## src/rtl/crossing_request_scheduler_pkg.sv

```systemverilog
// Shared types and constants for the crossing request front-end.
// Timing defaults are also used by the crosswalk timers.
package crossing_request_scheduler_pkg;

    typedef enum logic [1:0] {
        S_IDLE,
        S_ISSUE,
        S_WAIT_IDLE,
        S_HOLDOFF
    } state_t;

    typedef enum logic {
        REQ_PED = 1'b0,
        REQ_VEH = 1'b1
    } req_t;

    // Lamp order {PR, PG, RR, RG, RY}: both reds on, nothing else.
    localparam logic [4:0] IDLE_LAMPS = 5'b10100;

    localparam int DEF_DB_CYCLES = 1000;
    localparam int DEF_HOLDOFF   = 2000;
    localparam int DEF_ISSUE_TO  = 16;
    localparam int DEF_CNT_W     = 16;

    function automatic int max2(input int a, input int b);
        return (a > b) ? a : b;
    endfunction

endpackage

```

## src/rtl/crossing_request_scheduler_input_debouncer.sv

```systemverilog
// Two-flop synchronizer plus stability counter for one raw input.
// rise pulses for one cycle as the debounced level goes high.
module input_debouncer
    import crossing_request_scheduler_pkg::*;
#(
    parameter int DB_CYCLES = DEF_DB_CYCLES
) (
    input  logic CLK,
    input  logic RST,
    input  logic raw,
    output logic rise
);

    localparam int CW = $clog2(DB_CYCLES + 1);
    localparam logic [CW-1:0] LAST = CW'(DB_CYCLES - 1);

    logic          s1;
    logic          s2;
    logic          level;
    logic [CW-1:0] cnt;

    // High pulse on the cycle the debounced level flips from 0 to 1.
    assign rise = s2 & ~level & (cnt == LAST);

    // Synchronize, then let the level follow only a long-stable input.
    always_ff @(posedge CLK or posedge RST) begin
        if (RST) begin
            s1    <= 1'b0;
            s2    <= 1'b0;
            level <= 1'b0;
            cnt   <= '0;
        end else begin
            s1 <= raw;
            s2 <= s1;
            if (s2 == level) begin
                cnt <= '0;
            end else if (cnt == LAST) begin
                level <= s2;
                cnt   <= '0;
            end else begin
                cnt <= cnt + 1'b1;
            end
        end
    end

endmodule

```

## src/rtl/crossing_request_scheduler.sv

```systemverilog
// Latches debounced pedestrian/vehicle requests and issues them
// one at a time to the crosswalk, with timeout and hold-off.
module crossing_request_scheduler
    import crossing_request_scheduler_pkg::*;
#(
    parameter int DB_CYCLES = DEF_DB_CYCLES,
    parameter int HOLDOFF   = DEF_HOLDOFF,
    parameter int ISSUE_TO  = DEF_ISSUE_TO,
    parameter int CNT_W     = DEF_CNT_W
) (
    input  logic             CLK,
    input  logic             RST,
    input  logic             BTN_RAW,
    input  logic             SNS_RAW,
    input  logic             PR,
    input  logic             PG,
    input  logic             RR,
    input  logic             RG,
    input  logic             RY,
    output logic             BUTTON,
    output logic             SENSOR,
    output logic             PED_WAIT,
    output logic             VEH_WAIT,
    output logic             FAULT,
    output logic [CNT_W-1:0] SERVED_CNT
);

    localparam int TW = $clog2(max2(HOLDOFF, ISSUE_TO) + 2);

    state_t        state;
    req_t          sel;
    req_t          last_served;
    req_t          pick;
    logic [TW-1:0] tmr;
    logic          ped_rise;
    logic          veh_rise;
    logic          ped_pend;
    logic          veh_pend;
    logic          lamp_idle;
    logic          go;
    logic          clr_ped;
    logic          clr_veh;

    input_debouncer #(.DB_CYCLES(DB_CYCLES)) u_btn_db (
        .CLK  (CLK),
        .RST  (RST),
        .raw  (BTN_RAW),
        .rise (ped_rise)
    );

    input_debouncer #(.DB_CYCLES(DB_CYCLES)) u_sns_db (
        .CLK  (CLK),
        .RST  (RST),
        .raw  (SNS_RAW),
        .rise (veh_rise)
    );

    assign lamp_idle = ({PR, PG, RR, RG, RY} == IDLE_LAMPS);
    assign go        = (state == S_IDLE) && lamp_idle && (ped_pend || veh_pend);
    assign clr_ped   = go && (pick == REQ_PED);
    assign clr_veh   = go && (pick == REQ_VEH);
    assign PED_WAIT  = ped_pend;
    assign VEH_WAIT  = veh_pend;

    // Alternate when both wait, else take whichever one is pending.
    always_comb begin
        pick = REQ_VEH;
        if (ped_pend && veh_pend) begin
            pick = (last_served == REQ_VEH) ? REQ_PED : REQ_VEH;
        end else if (ped_pend) begin
            pick = REQ_PED;
        end
    end

    // Sticky pending latches; a new edge wins over the issue clear.
    always_ff @(posedge CLK or posedge RST) begin
        if (RST) begin
            ped_pend <= 1'b0;
            veh_pend <= 1'b0;
        end else begin
            ped_pend <= (ped_pend & ~clr_ped) | ped_rise;
            veh_pend <= (veh_pend & ~clr_veh) | veh_rise;
        end
    end

    // Issue/service/hold-off sequencer with registered request outputs.
    always_ff @(posedge CLK or posedge RST) begin
        if (RST) begin
            state       <= S_IDLE;
            sel         <= REQ_PED;
            last_served <= REQ_VEH;
            tmr         <= '0;
            BUTTON      <= 1'b0;
            SENSOR      <= 1'b0;
            FAULT       <= 1'b0;
            SERVED_CNT  <= '0;
        end else begin
            BUTTON <= 1'b0;
            SENSOR <= 1'b0;
            case (state)
                S_IDLE: begin
                    if (go) begin
                        state <= S_ISSUE;
                        sel   <= pick;
                        tmr   <= '0;
                    end
                end
                S_ISSUE: begin
                    if (!lamp_idle) begin
                        state <= S_WAIT_IDLE;
                    end else if (tmr == TW'(ISSUE_TO)) begin
                        FAULT <= 1'b1;
                        state <= S_HOLDOFF;
                        tmr   <= '0;
                    end else begin
                        BUTTON <= (sel == REQ_PED);
                        SENSOR <= (sel == REQ_VEH);
                        tmr    <= tmr + 1'b1;
                    end
                end
                S_WAIT_IDLE: begin
                    if (lamp_idle) begin
                        SERVED_CNT  <= SERVED_CNT + 1'b1;
                        last_served <= sel;
                        state       <= S_HOLDOFF;
                        tmr         <= '0;
                    end
                end
                S_HOLDOFF: begin
                    if (int'(tmr) + 1 >= HOLDOFF) begin
                        state <= S_IDLE;
                    end else begin
                        tmr <= tmr + 1'b1;
                    end
                end
                default: begin
                    state <= S_IDLE;
                end
            endcase
        end
    end

endmodule
```

## config.mk

```make
export PLATFORM = sky130hd
export DESIGN_NAME = crossing_request_scheduler
export DESIGN_NICKNAME = d
export VERILOG_FILES = /design/src/rtl/crossing_request_scheduler_pkg.sv /design/src/rtl/crossing_request_scheduler_input_debouncer.sv /design/src/rtl/crossing_request_scheduler.sv
export SDC_FILE = /design/constraint.sdc
export NUM_CORES = 1
export LEC_CHECK = 0
export BUFFER_PORTS_ARGS = -buffer_cell sky130_fd_sc_hd__buf_2
export CAP_MARGIN = 20
export CORE_ASPECT_RATIO = 1.75
export CORE_UTILIZATION = 55
export DETAILED_ROUTE_END_ITERATION = 8
export HOLD_SLACK_MARGIN = 0.08
export PLACE_DENSITY = 0.75
export SLEW_MARGIN = 20
export SYNTH_ARGS = -nofsm -noshare
export SYNTH_HDL_FRONTEND = slang
export SYNTH_SLANG_ARGS = --single-unit
```

## constraint.sdc

```tcl
create_clock -name CLK -period 2.8 [get_ports CLK]
set_input_delay 0.28 -clock CLK [delete_from_list [all_inputs] [get_ports CLK]]
set_output_delay 0.28 -clock CLK [all_outputs]
set_load 0.05 [all_outputs]
```

Word level (Yosys, flattened, before mapping)
Index checks and enable logic that the tools add are counted.
Storage, ports and cells
  bits of input ports: 9
  register bits: 62
Operators by class
  $lt $le $gt $ge: 1
  reductions and logical operators: 14
  multiplexer cells: 25
  equal/unequal tests: 15
  bitwise operators: 16
  $add $sub $neg: 5
Operator list (count)
  two-way mux 11 bit: 5
  one-hot mux 11 bit (4 select lines): 1
  two-way mux 10 bit: 4
  adder 10 x 1 -> 10 bit, second input constant: 2
  == test 10 bit, second input constant: 2
  adder 16 x 1 -> 16 bit, second input constant: 1
  adder 11 x 1 -> 12 bit, second input constant: 1
  greater-or-equal comparator 12 x 11 -> 1 bit, second input constant: 1
  adder 11 x 1 -> 11 bit, second input constant: 1
  == test 11 x 5 -> 1 bit, second input constant: 1
  two-way mux 2 bit: 5
  != test 2 bit, second input constant: 5
  two-way mux 1 bit: 9
  inverter 1 bit: 8
  one-hot mux 2 bit (4 select lines): 1
  AND reduction 2 bit: 4
  AND reduction 4 bit: 2
  bitwise AND 1 bit: 6
  == test 5 bit, second input constant: 1
  logical AND 1 bit: 5
  == test 2 bit, second input constant: 2
  != test 3 bit, second input constant: 1
  AND reduction 3 bit: 1
  == test 1 bit: 2
  4 further kinds: 5

Longest topological paths before layout
Gate-level depths: netlist of the first run.
  depth after elaboration: 7
  gate-level depth with buffers: 9

By module
Synthesis of the first run repeated with hierarchy kept, for this count alone.
Unflattened totals
  cell total of the unflattened synthesis: 325
  area total of the unflattened synthesis: 3339.5 um^2
By module, submodules not included
  crossing_request_scheduler: area each 2078.2 um^2, instances 1, seq. area each 902.1 um^2, cells each 197
  input_debouncer: area each 630.6 um^2, instances 2, seq. area each 325.3 um^2, cells each 64

Worst setup path after synthesis of the first run
OpenSTA, ideal clock, no wires.
  path kind: register to register
  start: register tmr[0]
  end: register tmr[5]
  stages on the path, launching flop included: 9
  path slack: 730 ps
  path buffers: 1
  arrival time: 1934 ps
  path through: dfrtp_1 > ha_1 > and3_1 > nand3_1 > nor3_1 > o32a_2 > buf_6 > a221oi_1 > o22ai_1
On the way
  longest elaborated chain between the ends: 4
  elaborated cells on any way between the ends: 10
  classes of those cells: add/sub: 2; order compare: 1; eq/ne: 2; mux: 4; reduce/logical: 1
Ends and longest elaborated chain
  start: declaration: RTL line crossing_request_scheduler.sv:34  | logic [TW-1:0] tmr;
  start signal: assignment: RTL line crossing_request_scheduler.sv:118  | tmr <= tmr + 1'b1;
  start signal: assignment: RTL line crossing_request_scheduler.sv:133  | tmr <= tmr + 1'b1;
  adder 11 x 1 -> 12 bit (tied with other cells): RTL line crossing_request_scheduler.sv:130  | if (int'(tmr) + 1 >= HOLDOFF) begin
  greater-or-equal comparator 12 x 11 -> 1 bit or two-way mux 11 bit (tied branches): RTL line crossing_request_scheduler.sv:130, crossing_request_scheduler.sv:111
  != test 2 bit (no source line) or two-way mux 11 bit (tied branches)
  AND reduction 4 bit (no source line) or one-hot mux 11 bit (4 select lines) (tied branches)
Several ways; a longest one is shown, not always the timed one. The select of a mux whose other input is x is not followed.
A chain may end at the register's enable or synchronous reset.

Worst setup path in the final report of the first run
  start: register tmr[6]
  end: register state[1]
On the way
  longest elaborated chain between the ends: 4
  elaborated cells on any way between the ends: 6
  classes of those cells: add/sub: 1; order compare: 1; eq/ne: 3; reduce/logical: 1
Ends and longest elaborated chain
  adder 11 x 1 -> 12 bit: RTL line crossing_request_scheduler.sv:130
  greater-or-equal comparator 12 x 11 -> 1 bit: RTL line crossing_request_scheduler.sv:130
  != test 2 bit (no source line)
  AND reduction 4 bit (no source line) (*)
  end signal: assignment: RTL line crossing_request_scheduler.sv:125  | state <= S_HOLDOFF;
  end signal: assignment: RTL line crossing_request_scheduler.sv:131  | state <= S_IDLE;
  end signal: assignment: RTL line crossing_request_scheduler.sv:137  | state <= S_IDLE;
  end: declaration: RTL line crossing_request_scheduler.sv:30  | state_t state;
Every way passes the cells marked *; elsewhere a longest branch is shown, timed or not.

==> run summary, run 1 <==
# rows -> 36
Avg Inst Size Synth -> 10.2 um^2
CP Launch Type -> flip-flop
Compound-Gate Fraction of Synth Area -> 12.1%
CTS buffer count -> 9
Reg2Reg Setup Slack -> 0.39 ns
Yosys top cell by area -> dfrtp_1
Unique masters post-synth -> 56
Final Hold Slack -> 0.0572 ns
Final worst slack -> 0.391 ns
Reg-to-reg critical path endpoint -> state[1]$_DFFE_PP0P_
Cells after synthesis -> 315
GR Util met2 -> 39.8%
Postcts setup bufs -> 0
Clock buffer depth -> 2
R2R Path Start -> tmr[6]$_DFFE_PP0P_
Synth Register Bits -> 62
Largest net degree at the start of global routing -> 37
Synth Area in Adders -> 4.30%
Gr busiest metal -> met2
Synth top area share -> 47.7%
Port Buffers -> 29
Die X -> 59.7 um
Max Clk Rate -> 415 MHz
LEAKAGE -> 1.63 nW
DRT Pass-1 Iters -> 4
Clock-pin transition on the worst setup and hold timing paths -> 0.06 ns
Top_reg_cell synth -> dfrtp_1
DRT iter0 DRCs -> 113
Seq/Total Area, Yosys -> 48.5%
Peak VDD IR -> 0.471 mV
Req. time, crit path -> 3.02 ns
EDFF count, synth -> 0
Mux contribution to synthesized area -> 2.70%
Rel. slew slack -> 51.7%
Status -> finished clean
YS warnings -> 0
Die Y -> 103 um
Final Util -> 64.4%
Area Overhead vs Synth -> 12.4%
Tcrit/Tclk final -> 86.0%
Met3 Use GR -> 6.90%
Max Transition Viols Final -> 0
Fin crit period -> 2.41 ns
Worst setup path endpoint -> state[1]$_DFFE_PP0P_
Worst min-delay path class -> in -> async
Critical Path End Type -> flip-flop
Largest family of logic cells by synthesized area -> simple AND/OR/NAND/NOR gates
Initial antenna violation count -> 0
Critical Path AT -> 2.63 ns
CTS tree -> yes
Vias in the first global route -> 2437
Final nets -> 367
RSZ-0062 raised after global routing -> no
Design area -> 3600 um^2
Core ar. -> 5590 um^2
Sum Neg Setup Slack -> 0 ns
Die area -> 6140 um^2
Critical path launch point -> tmr[6]$_DFFE_PP0P_
Simple-gate share of the synthesized area -> 19.9%
Most frequent cells in the layout -> dfrtp_1 (61), nor2_1 (37), buf_2 (29)
Max FO, Critical Path -> 11
Max Cap Viol -> 0
Commonest non-fill, non-tap cell in the layout -> dfrtp_1
Residual DRC -> 0
Via count -> 2476
Fillers -> 500
Clk Latency, worst-skew pair -> 0.34 ns
GRT met1 Usage -> 26.6%
Antenna diodes -> 0
Post-Syn Area -> 3200 um^2
ANT nets after route -> 0
I/O pins -> 30
Pre-CTS setup slack -> 0.443 ns
Slew @ Worst Pin -> 0.724 ns
Routed wire per std cell -> 14.8 um
Final hold violations -> 0
Final Setup Violations -> 0
Clock sinks -> 62
Placed Area -> 3390 um^2
Syn_nets -> 335
Top cells by area, synth -> dfrtp_1 (48%), xnor2_1 (5.5%), nor2_1 (4.3%), ha_1 (4.3%), nand3_1 (3.4%)
Synth async-reset ratio -> 100%
Global-route wire length before repair -> 10700 um
Starting Density -> 57.3%
Gpl congestion -> 0.966
Final Skew -> 0.00689 ns
Crit Path Category -> reg -> reg
Reg2reg path depth -> 6
GRT Overall Usage -> 23.7%
Total Wirelength -> 6320 um
Grt ovf -> 0
Power Dens Cells -> 697 nW/um^2
H-tree depth -> 3
Root Buffer Master -> clkbuf_8
Vias/cell -> 5.80
DP HPWL -> 4530 um
Layout cell share with drive strength beyond 1 -> 17.4%
Xor-xnor portion of the synthesized cell area -> 8.48%
[flip-flops by register name, summed over array words and instances, names as in the netlist]
| signal | count |
|---|---|
| state | 2 |
| u_btn_db.level | 1 |
| u_sns_db.cnt | 10 |
| FAULT | 1 |
| last_served | 1 |
| u_sns_db.s2 | 1 |
| u_btn_db.cnt | 10 |
| tmr | 11 |
| SERVED_CNT | 16 |
| u_btn_db.s2 | 1 |
| u_sns_db.s1 | 1 |
| VEH_WAIT | 1 |
| sel | 1 |
| BUTTON | 1 |
| PED_WAIT | 1 |
| u_btn_db.s1 | 1 |
| SENSOR | 1 |
| u_sns_db.level | 1 |
[what timing repair did]
item / CTS / global route
hold buffers: 2 / 0
hold endpoints to repair: 2 / 0
gates resized for setup: 0 / 0
[final cells by class]
type,instances,area (um^2),area share [%]
sequential,62,1550,43.2
clock buffer,15,186,5.18
tap,76,95.1,2.64
multi-input combinational,224,1520,42.2
timing repair buffer,33,180,5.01
inverter,17,63.8,1.77
[report_power, final]
group	leakage (nW)	switching [mW]	internal [mW]
clock network	0.0958	0.310	0.414
registers	0.828	0.0834	0.961
logic	0.707	0.478	0.261
total	1.63	0.871	1.64
[cell usage after synthesis (6+ instances only)]
master / n
dfrtp_1: 61
nor2_1: 37
nand3_1: 22
nand2_1: 20
xnor2_1: 20
inv_1: 17
ha_1: 11
nor3_1: 11
xor2_1: 11
nand4_1: 9
and3_1: 8
clkbuf_1: 6
[worst max-delay path, stage by stage, from the launching register on]
cell     delay [ns]
dfrtp_1        0.53
nand4_2        0.24
or4_1          0.54
a21oi_2        0.17
o32a_2         0.34
o21ai_1        0.13
mux2_1         0.33
[stage by stage]
stage / std cells / power [mW]
finish: 427 / 2.51
global route: 427 / 2.63
CTS: 427 / 2.52
detailed placement: 410 / 1.78
global placement: 410 / 1.76
floorplan: 315 / 1.61
[metal layers]
layer | part of all wire [%] | up-vias
li1 | - | 1173
met5 | 0 | -
met3 | 4.6 | 17
met4 | 2.8 | 0
met1 | 41 | 1215
met2 | 52 | 71
[cell families after synthesis]
| kind of cell | count (synthesis) |
|---|---|
| buf+inv | 29 |
| compound gates | 47 |
| fa+ha+maj | 11 |
| flops | 62 |
| simple gates | 127 |
| xor+xnor | 31 |
| mux | 8 |
[worst min path at each step]
stage                                 end  slack (ns)  depth (start not counted)
6_report        SERVED_CNT[9]$_DFFE_PP0P_        0.06                          2
5_1_grt        SERVED_CNT[13]$_DFFE_PP0P_        0.13                          2
4_1_cts                tmr[2]$_DFFE_PP0P_        0.08                          2
3_5_place_dp        u_btn_db.s2$_DFF_PP0_        0.34                          0
3_3_place_gp        u_btn_db.s2$_DFF_PP0_        0.33                          0
2_1_floorplan       u_btn_db.s1$_DFF_PP0_        0.31                          0
No activity file was read; power rests on OpenSTA's default activity.
==> run 2: changes to the inputs <==
- CAP_MARGIN: 20 -> not set
- CELL_PAD_IN_SITES_DETAIL_PLACEMENT: not set -> 1
- CELL_PAD_IN_SITES_GLOBAL_PLACEMENT: not set -> 1
- CORE_UTILIZATION: 55 -> 46
- PLACE_DENSITY: 0.75 -> not set
- PLACE_DENSITY_LB_ADDON: not set -> 0.1
==> run 2 against run 1 <==
Net effect:
- sequential share of layout area fell by 1.4 points
- combinational power up 5.5%
- sequential power barely moved
- cell count increased by 1.4%
- flip-flop and latch count unchanged
- non-clock buffer count unchanged
- wire length is 21% higher
- core utilization down 8.4 points
- die area increased by 19%
- via count decreased by 1.7%
- hold slack better by 0.10 ns
- critical endpoint unchanged
==> run summary, run 2 (synthesis gave the netlist of run 1 again) <==
LEAKAGE -> 1.68 nW (+3.2%)
Initial antenna violation count -> 0 (unchanged)
Port Buffers -> 29 (unchanged)
Final hold violations -> 0 (unchanged)
Slew @ Worst Pin -> 0.781 ns (+0.0572 ns)
Core ar. -> 6640 um^2 (+19%)
Starting Density -> 48.2% (-9.1 points)
Vias/cell -> 5.62 (-3.1%)
Vias in the first global route -> 2634 (+8.1%)
Max Transition Viols Final -> 0 (unchanged)
Global-route wire length before repair -> 12700 um (+19%)
ANT nets after route -> 0 (unchanged)
Psw -> 0.974 mW (+12%)
Via count -> 2434 (-1.7%)
Gpl congestion -> 0.806 (-17%)
Die X -> 65.1 um (+9.0%)
Total Wirelength -> 7670 um (+21%)
Power Dens Cells -> 791 nW/um^2 (+14%)
Max Cap Viol -> 0 (unchanged)
Root Buffer Master -> clkbuf_16
Clock sinks -> 62 (unchanged)
Peak VDD IR -> 0.464 mV (-1.4%)
Switching Fraction -> 33.1% (-1.6 points)
Area Overhead vs Synth -> 16.2%
Final Hold Slack -> 0.161 ns (+0.104 ns)
Routed wire per std cell -> 17.7 um (+20%)
Commonest non-fill, non-tap cell in the layout -> dfrtp_1
DP HPWL -> 5610 um (+24%)
DRT Pass-1 Iters -> 4 (unchanged)
H-tree depth -> 3 (unchanged)
Internal power -> 1.97 mW (+20%)
Clk Latency, worst-skew pair -> 0.33 ns (about the same)
Die Y -> 112 um (+9.2%)
Clock-pin transition on the worst setup and hold timing paths -> 0.05 ns (about the same)
Largest net degree at the start of global routing -> 63 (+70%)
Status -> finished clean
Critical Path End Type -> flip-flop
Worst path cell trace -> inv_1 -> ha_1 -> nor4b_1 -> nand4b_1 -> and3_1 -> a221oi_2 -> o21ai_1 -> mux2_1
Critical Path AT -> 2.64 ns (about the same)
CTS tree -> yes
Postcts setup bufs -> 0 (unchanged)
Max FO, Critical Path -> 6 (-5)
CP max stage cell -> dfrtp_1
Crit Path Category -> reg -> reg
Antenna diodes -> 0 (unchanged)
Fin crit period -> 2.43 ns (+0.0167 ns)
Clock share of power -> 38.0% (+9.1 points)
Final worst slack -> 0.374 ns (-0.0167 ns)
Sum Neg Setup Slack -> 0 ns (unchanged)
Grt ovf -> 0 (unchanged)
I/O pins -> 30 (unchanged)
Most frequent cells in the layout -> dfrtp_1 (61), nor2_1 (37), buf_2 (29)
Die area -> 7310 um^2 (+19%)
Buf/Inv on CP -> 1 (+1)
CP Launch Type -> flip-flop
Worst min-delay path class -> in -> async
GRT Overall Usage -> 23.4% (-0.34 points)
CTS buffer count -> 9 (unchanged)
Req. time, crit path -> 3.01 ns (about the same)
Biggest register -> SERVED_CNT
Critical path's top delay family -> simple AND/OR/NAND/NOR gates
Max FFs per register -> 16 (unchanged)
Clock buffer depth -> 2 (unchanged)
Final Setup Violations -> 0 (unchanged)
# resized after CTS -> 0 (unchanged)
Rel. slew slack -> 47.9% (-3.7 points)
Final nets -> 367 (unchanged)
Layout cell share with drive strength beyond 1 -> 17.7% (+0.28 points)
Gate power share -> 26.5% (-3.0 points)
# rows -> 39 (+8.3%)
Final Skew -> 0.00508 ns (-0.00181 ns)
Pre-CTS setup slack -> 0.416 ns (-0.0272 ns)
Biggest regs -> SERVED_CNT (16), tmr (11)
DRT iter0 DRCs -> 150 (+33%)
Max Clk Rate -> 412 MHz (-0.69%)
Residual DRC -> 0 (unchanged)
Tcrit/Tclk final -> 86.6% (+0.60 points)
RSZ-0062 raised after global routing -> no
Sequential fraction of design power -> 35.5% (-6.2 points)
Crit-path max cell delay -> 0.43 ns (-0.11 ns)
-- run 2: cell count changes in the layout (fill, tap and decap cells not counted), sizes merged --
cell    delta
clkbuf     -3
clkinv     +2
bufinv     +1
-- run 2: power by group through the flow --
stage	registers [mW]	logic, mW	clock network (mW)
floorplan	1.07	0.542	0
global placement	1.06	0.752	0
detailed placement	1.06	0.776	0
CTS	1.04	0.789	1.15
global route	1.06	0.851	1.18
finish	1.05	0.781	1.12
-- run 2: tightest hold or removal path: cells and delay by family --
kind     cells  cell delay, ns
buf+inv      3            0.72
-- run 2: path summary, 6_finish.rpt --
path | startpoint | cells after the start | slack (ns) | endpoint
worst max register to register | tmr[1]$_DFFE_PP0P_ | 8 | 0.37 | state[1]$_DFFE_PP0P_
worst min register to register | u_btn_db.s1$_DFF_PP0_ | 0 | 0.35 | u_btn_db.s2$_DFF_PP0_
min in group CLK | u_btn_db.s1$_DFF_PP0_ | 0 | 0.35 | u_btn_db.s2$_DFF_PP0_
worst max-delay path | tmr[1]$_DFFE_PP0P_ | 8 | 0.37 | state[1]$_DFFE_PP0P_
worst min-delay path | RST | 3 | 0.16 | u_sns_db.cnt[6]$_DFF_PP0_
max in group asynchronous | RST | 3 | 2.11 | u_btn_db.cnt[5]$_DFF_PP0_
-- run 2: final cells by class --
class | instances | area (um^2)
Fill cell | 771 | 2920
Sequential cell | 62 | 1550
Multi-Input combinational cell | 224 | 1520
Clock buffer | 12 | 256
Timing Repair Buffer | 33 | 180
Tap cell | 82 | 103
Inverter | 17 | 63.8
Clock inverter | 3 | 43.8
-- run 2: metal layers --
metal / track usage (%) / up-vias / wire [um]
met4: 11.4 / 0 / 214
met1: 23.7 / 1212 / 2800
met2: 43.3 / 38 / 4470
met5: 0 / - / 0
li1: - / 1167 / -
met3: 5.39 / 17 / 185
-- run 2: metrics by stage --
stage	total power, mW	cell area, um^2	util (%)	instances
5_1_grt	3.09	3720	56.1	433
6_report	2.94	3720	56.1	433
3_3_place_gp	1.81	3400	51.2	416
2_1_floorplan	1.61	3200	-	315
3_5_place_dp	1.84	3400	51.2	416
4_1_cts	2.98	3720	56.1	433
-- run 2: what timing repair did --
action                                  CTS  global route
endpoints found under the hold margin     2             0
hold buffers                              2             0
endpoints found under the setup margin    0             0
==> run 3: changes to the inputs <==
==> constraint.sdc (replaced) <==
create_clock -name CLK -period 2.8 [get_ports CLK]
set_input_delay 0.56 -clock CLK [delete_from_list [all_inputs] [get_ports CLK]]
set_output_delay 0.56 -clock CLK [all_outputs]
set_load 0.05 [all_outputs]
==> run 3 against run 2 <==
Net effect:
- core utilization is 0.057 points higher
- sequential power about the same
- critical endpoint is now tmr[6]$_DFFE_PP0P_
- wire length decreased by 0.65%
- critical path type unchanged
==> run summary, run 3 (synthesis gave the netlist of run 1 again) <==
# rows -> 39 (unchanged)
Biggest regs -> SERVED_CNT (16), tmr (11)
Rel. slew slack -> 60.0% (+12 points)
Grt ovf -> 0 (unchanged)
DRT Pass-1 Iters -> 4 (unchanged)
Reg2Reg Setup Slack -> 0.36 ns (about the same)
ANT nets after route -> 0 (unchanged)
GRT met1 Usage -> 24.2% (+0.54 points)
Final worst slack -> 0.364 ns (-0.0101 ns)
Crit Path Category -> reg -> reg
CTS buffer count -> 9 (unchanged)
Final Setup Violations -> 0 (unchanged)
Residual DRC -> 0 (unchanged)
R2R Path Start -> tmr[1]$_DFFE_PP0P_
Clk Latency, worst-skew pair -> 0.33 ns (about the same)
Reg2reg path depth -> 7 (-1)
CTS tree -> yes
CP Launch Type -> flip-flop
Final Hold Slack -> 0.287 ns (+0.126 ns)
Dpl cells -> 419 (+0.72%)
Critical Path End Type -> flip-flop
Clock buffer depth -> 2 (unchanged)
Post-Layout Cell Count -> 434 (+0.23%)
Vias in the first global route -> 2776 (+5.4%)
Req. time, crit path -> 3.02 ns (about the same)
Worst min-delay path class -> in -> async
Final Skew -> 0.00903 ns (+0.00395 ns)
Core ar. -> 6640 um^2 (unchanged)
Antenna diodes -> 0 (unchanged)
GRT Overall Usage -> 23.9% (+0.53 points)
Max FO, Critical Path -> 6 (unchanged)
Peak VDD IR -> 0.574 mV (+24%)
Global-route wire length before repair -> 13000 um (+2.5%)
# resized after CTS -> 0 (unchanged)
Critical Path AT -> 2.66 ns (+0.02 ns)
Die Y -> 112 um (unchanged)
Switching Fraction -> 33.6% (+0.53 points)
Die X -> 65.1 um (unchanged)
Most frequent cells in the layout -> dfrtp_1 (61), nor2_1 (37), buf_2 (29)
Slew @ Worst Pin -> 0.600 ns (-0.181 ns)
Max Clk Rate -> 411 MHz (-0.41%)
Via count -> 2515 (+3.3%)
Gr busiest metal -> met2
Biggest register -> SERVED_CNT
Reg-to-reg critical path endpoint -> tmr[6]$_DFFE_PP0P_
Die area -> 7310 um^2 (unchanged)
Postcts setup bufs -> 0 (unchanged)
Area Overhead vs Synth -> 16.3%
DP HPWL -> 5460 um (-2.8%)
Fin crit period -> 2.44 ns (+0.0101 ns)
Power Dens Cells -> 784 nW/um^2 (-0.99%)
Starting Density -> 48.2% (unchanged)
Max Transition Viols Final -> 0 (unchanged)
GR Util met2 -> 42.9% (-0.42 points)
Initial antenna violation count -> 0 (unchanged)
H-tree depth -> 3 (unchanged)
Clock-pin transition on the worst setup and hold timing paths -> 0.05 ns (about the same)
Gate power share -> 26.7% (+0.2 points)
Final hold violations -> 0 (unchanged)
Total chip power -> 2.92 mW (-0.89%)
Internal power -> 1.94 mW (-1.7%)
Psw -> 0.981 mW (+0.70%)
Clock sinks -> 62 (unchanged)
Port Buffers -> 29 (unchanged)
Layout cell share with drive strength beyond 1 -> 18.8% (+1.1 points)
RSZ-0062 raised after global routing -> no
Tcrit/Tclk final -> 87.0% (+0.36 points)
Vias/cell -> 5.79 (+3.1%)
Routed wire per std cell -> 17.5 um (-0.88%)
Max Cap Viol -> 0 (unchanged)
Status -> finished clean
Largest net degree at the start of global routing -> 63 (unchanged)
Pre-CTS setup slack -> 0.389 ns (-0.0264 ns)
Gpl congestion -> 0.837 (+3.9%)
Root Buffer Master -> clkbuf_16
Max FFs per register -> 16 (unchanged)
Met3 Use GR -> 4.78% (-0.61 points)
Commonest non-fill, non-tap cell in the layout -> dfrtp_1
LEAKAGE -> 1.69 nW (+0.63%)
Final nets -> 368 (+0.27%)
Total Wirelength -> 7620 um (-0.65%)
Sequential fraction of design power -> 36.0% (+0.5 points)
Sum Neg Setup Slack -> 0 ns (unchanged)
DRT iter0 DRCs -> 94 (-37%)
# hold bufs at CTS -> 0 (-2)
I/O pins -> 30 (unchanged)
Clock share of power -> 37.2% (-0.8 points)
[run 3: cell count changes in the layout (fill, tap and decap cells not counted), sizes merged]
cell,previous run,this run
dlygate4sd3,2,0
clkinv,2,4
buf,31,34
clkbuf,12,10
[run 3: final cells by class]
type / count / area [um^2]
inverter: 17 / 63.8
sequential: 62 / 1550
clock buffer: 10 / 239
timing repair buffer: 34 / 195
tap: 82 / 103
multi-input combinational: 224 / 1520
fill: 775 / 2910
clock inverter: 5 / 50.0
[run 3: through the flow]
| step | util, % | cell area, um^2 |
|---|---|---|
| floorplan | - | 3200 |
| global placement | 51.8 | 3430 |
| detailed placement | 51.8 | 3430 |
| CTS | 56.1 | 3720 |
| global route | 56.1 | 3720 |
| finish | 56.1 | 3720 |
[run 3: power groups by stage]
stage / combinational, mW / clock (mW) / sequential (mW)
2_1_floorplan: 0.542 / 0 / 1.07
3_3_place_gp: 0.754 / 0 / 1.06
3_5_place_dp: 0.773 / 0 / 1.06
4_1_cts: 0.781 / 1.12 / 1.05
5_1_grt: 0.849 / 1.14 / 1.06
6_report: 0.779 / 1.09 / 1.05
[run 3: worst max-delay path by stage]
| stage | start | to | slack, ns | depth (start not counted) |
|---|---|---|---|---|
| 2_1_floorplan | RG | SERVED_CNT[13]$_DFFE_PP0P_ | 0.66 | 7 |
| 3_3_place_gp | RG | SERVED_CNT[13]$_DFFE_PP0P_ | 0.41 | 7 |
| 3_5_place_dp | RG | SERVED_CNT[13]$_DFFE_PP0P_ | 0.39 | 7 |
| 4_1_cts | tmr[2]$_DFFE_PP0P_ | tmr[6]$_DFFE_PP0P_ | 0.38 | 6 |
| 5_1_grt | tmr[2]$_DFFE_PP0P_ | tmr[6]$_DFFE_PP0P_ | 0.18 | 6 |
| 6_report | tmr[1]$_DFFE_PP0P_ | tmr[6]$_DFFE_PP0P_ | 0.36 | 7 |
[run 3: critical path, stage by stage (launching register included)]
cell	delay [ns]
dfrtp_1	0.42
ha_1	0.30
nand3_1	0.23
nand4_1	0.16
o21bai_1	0.08
o32ai_1	0.56
o211ai_2	0.27
o31ai_1	0.30
[run 3: layer usage]
layer  vias to the layer above  share of wire, %
met5                         -                 0
met1                      1262                37
li1                       1176                 -
met2                        47                56
met4                         0               5.3
met3                        30               2.5
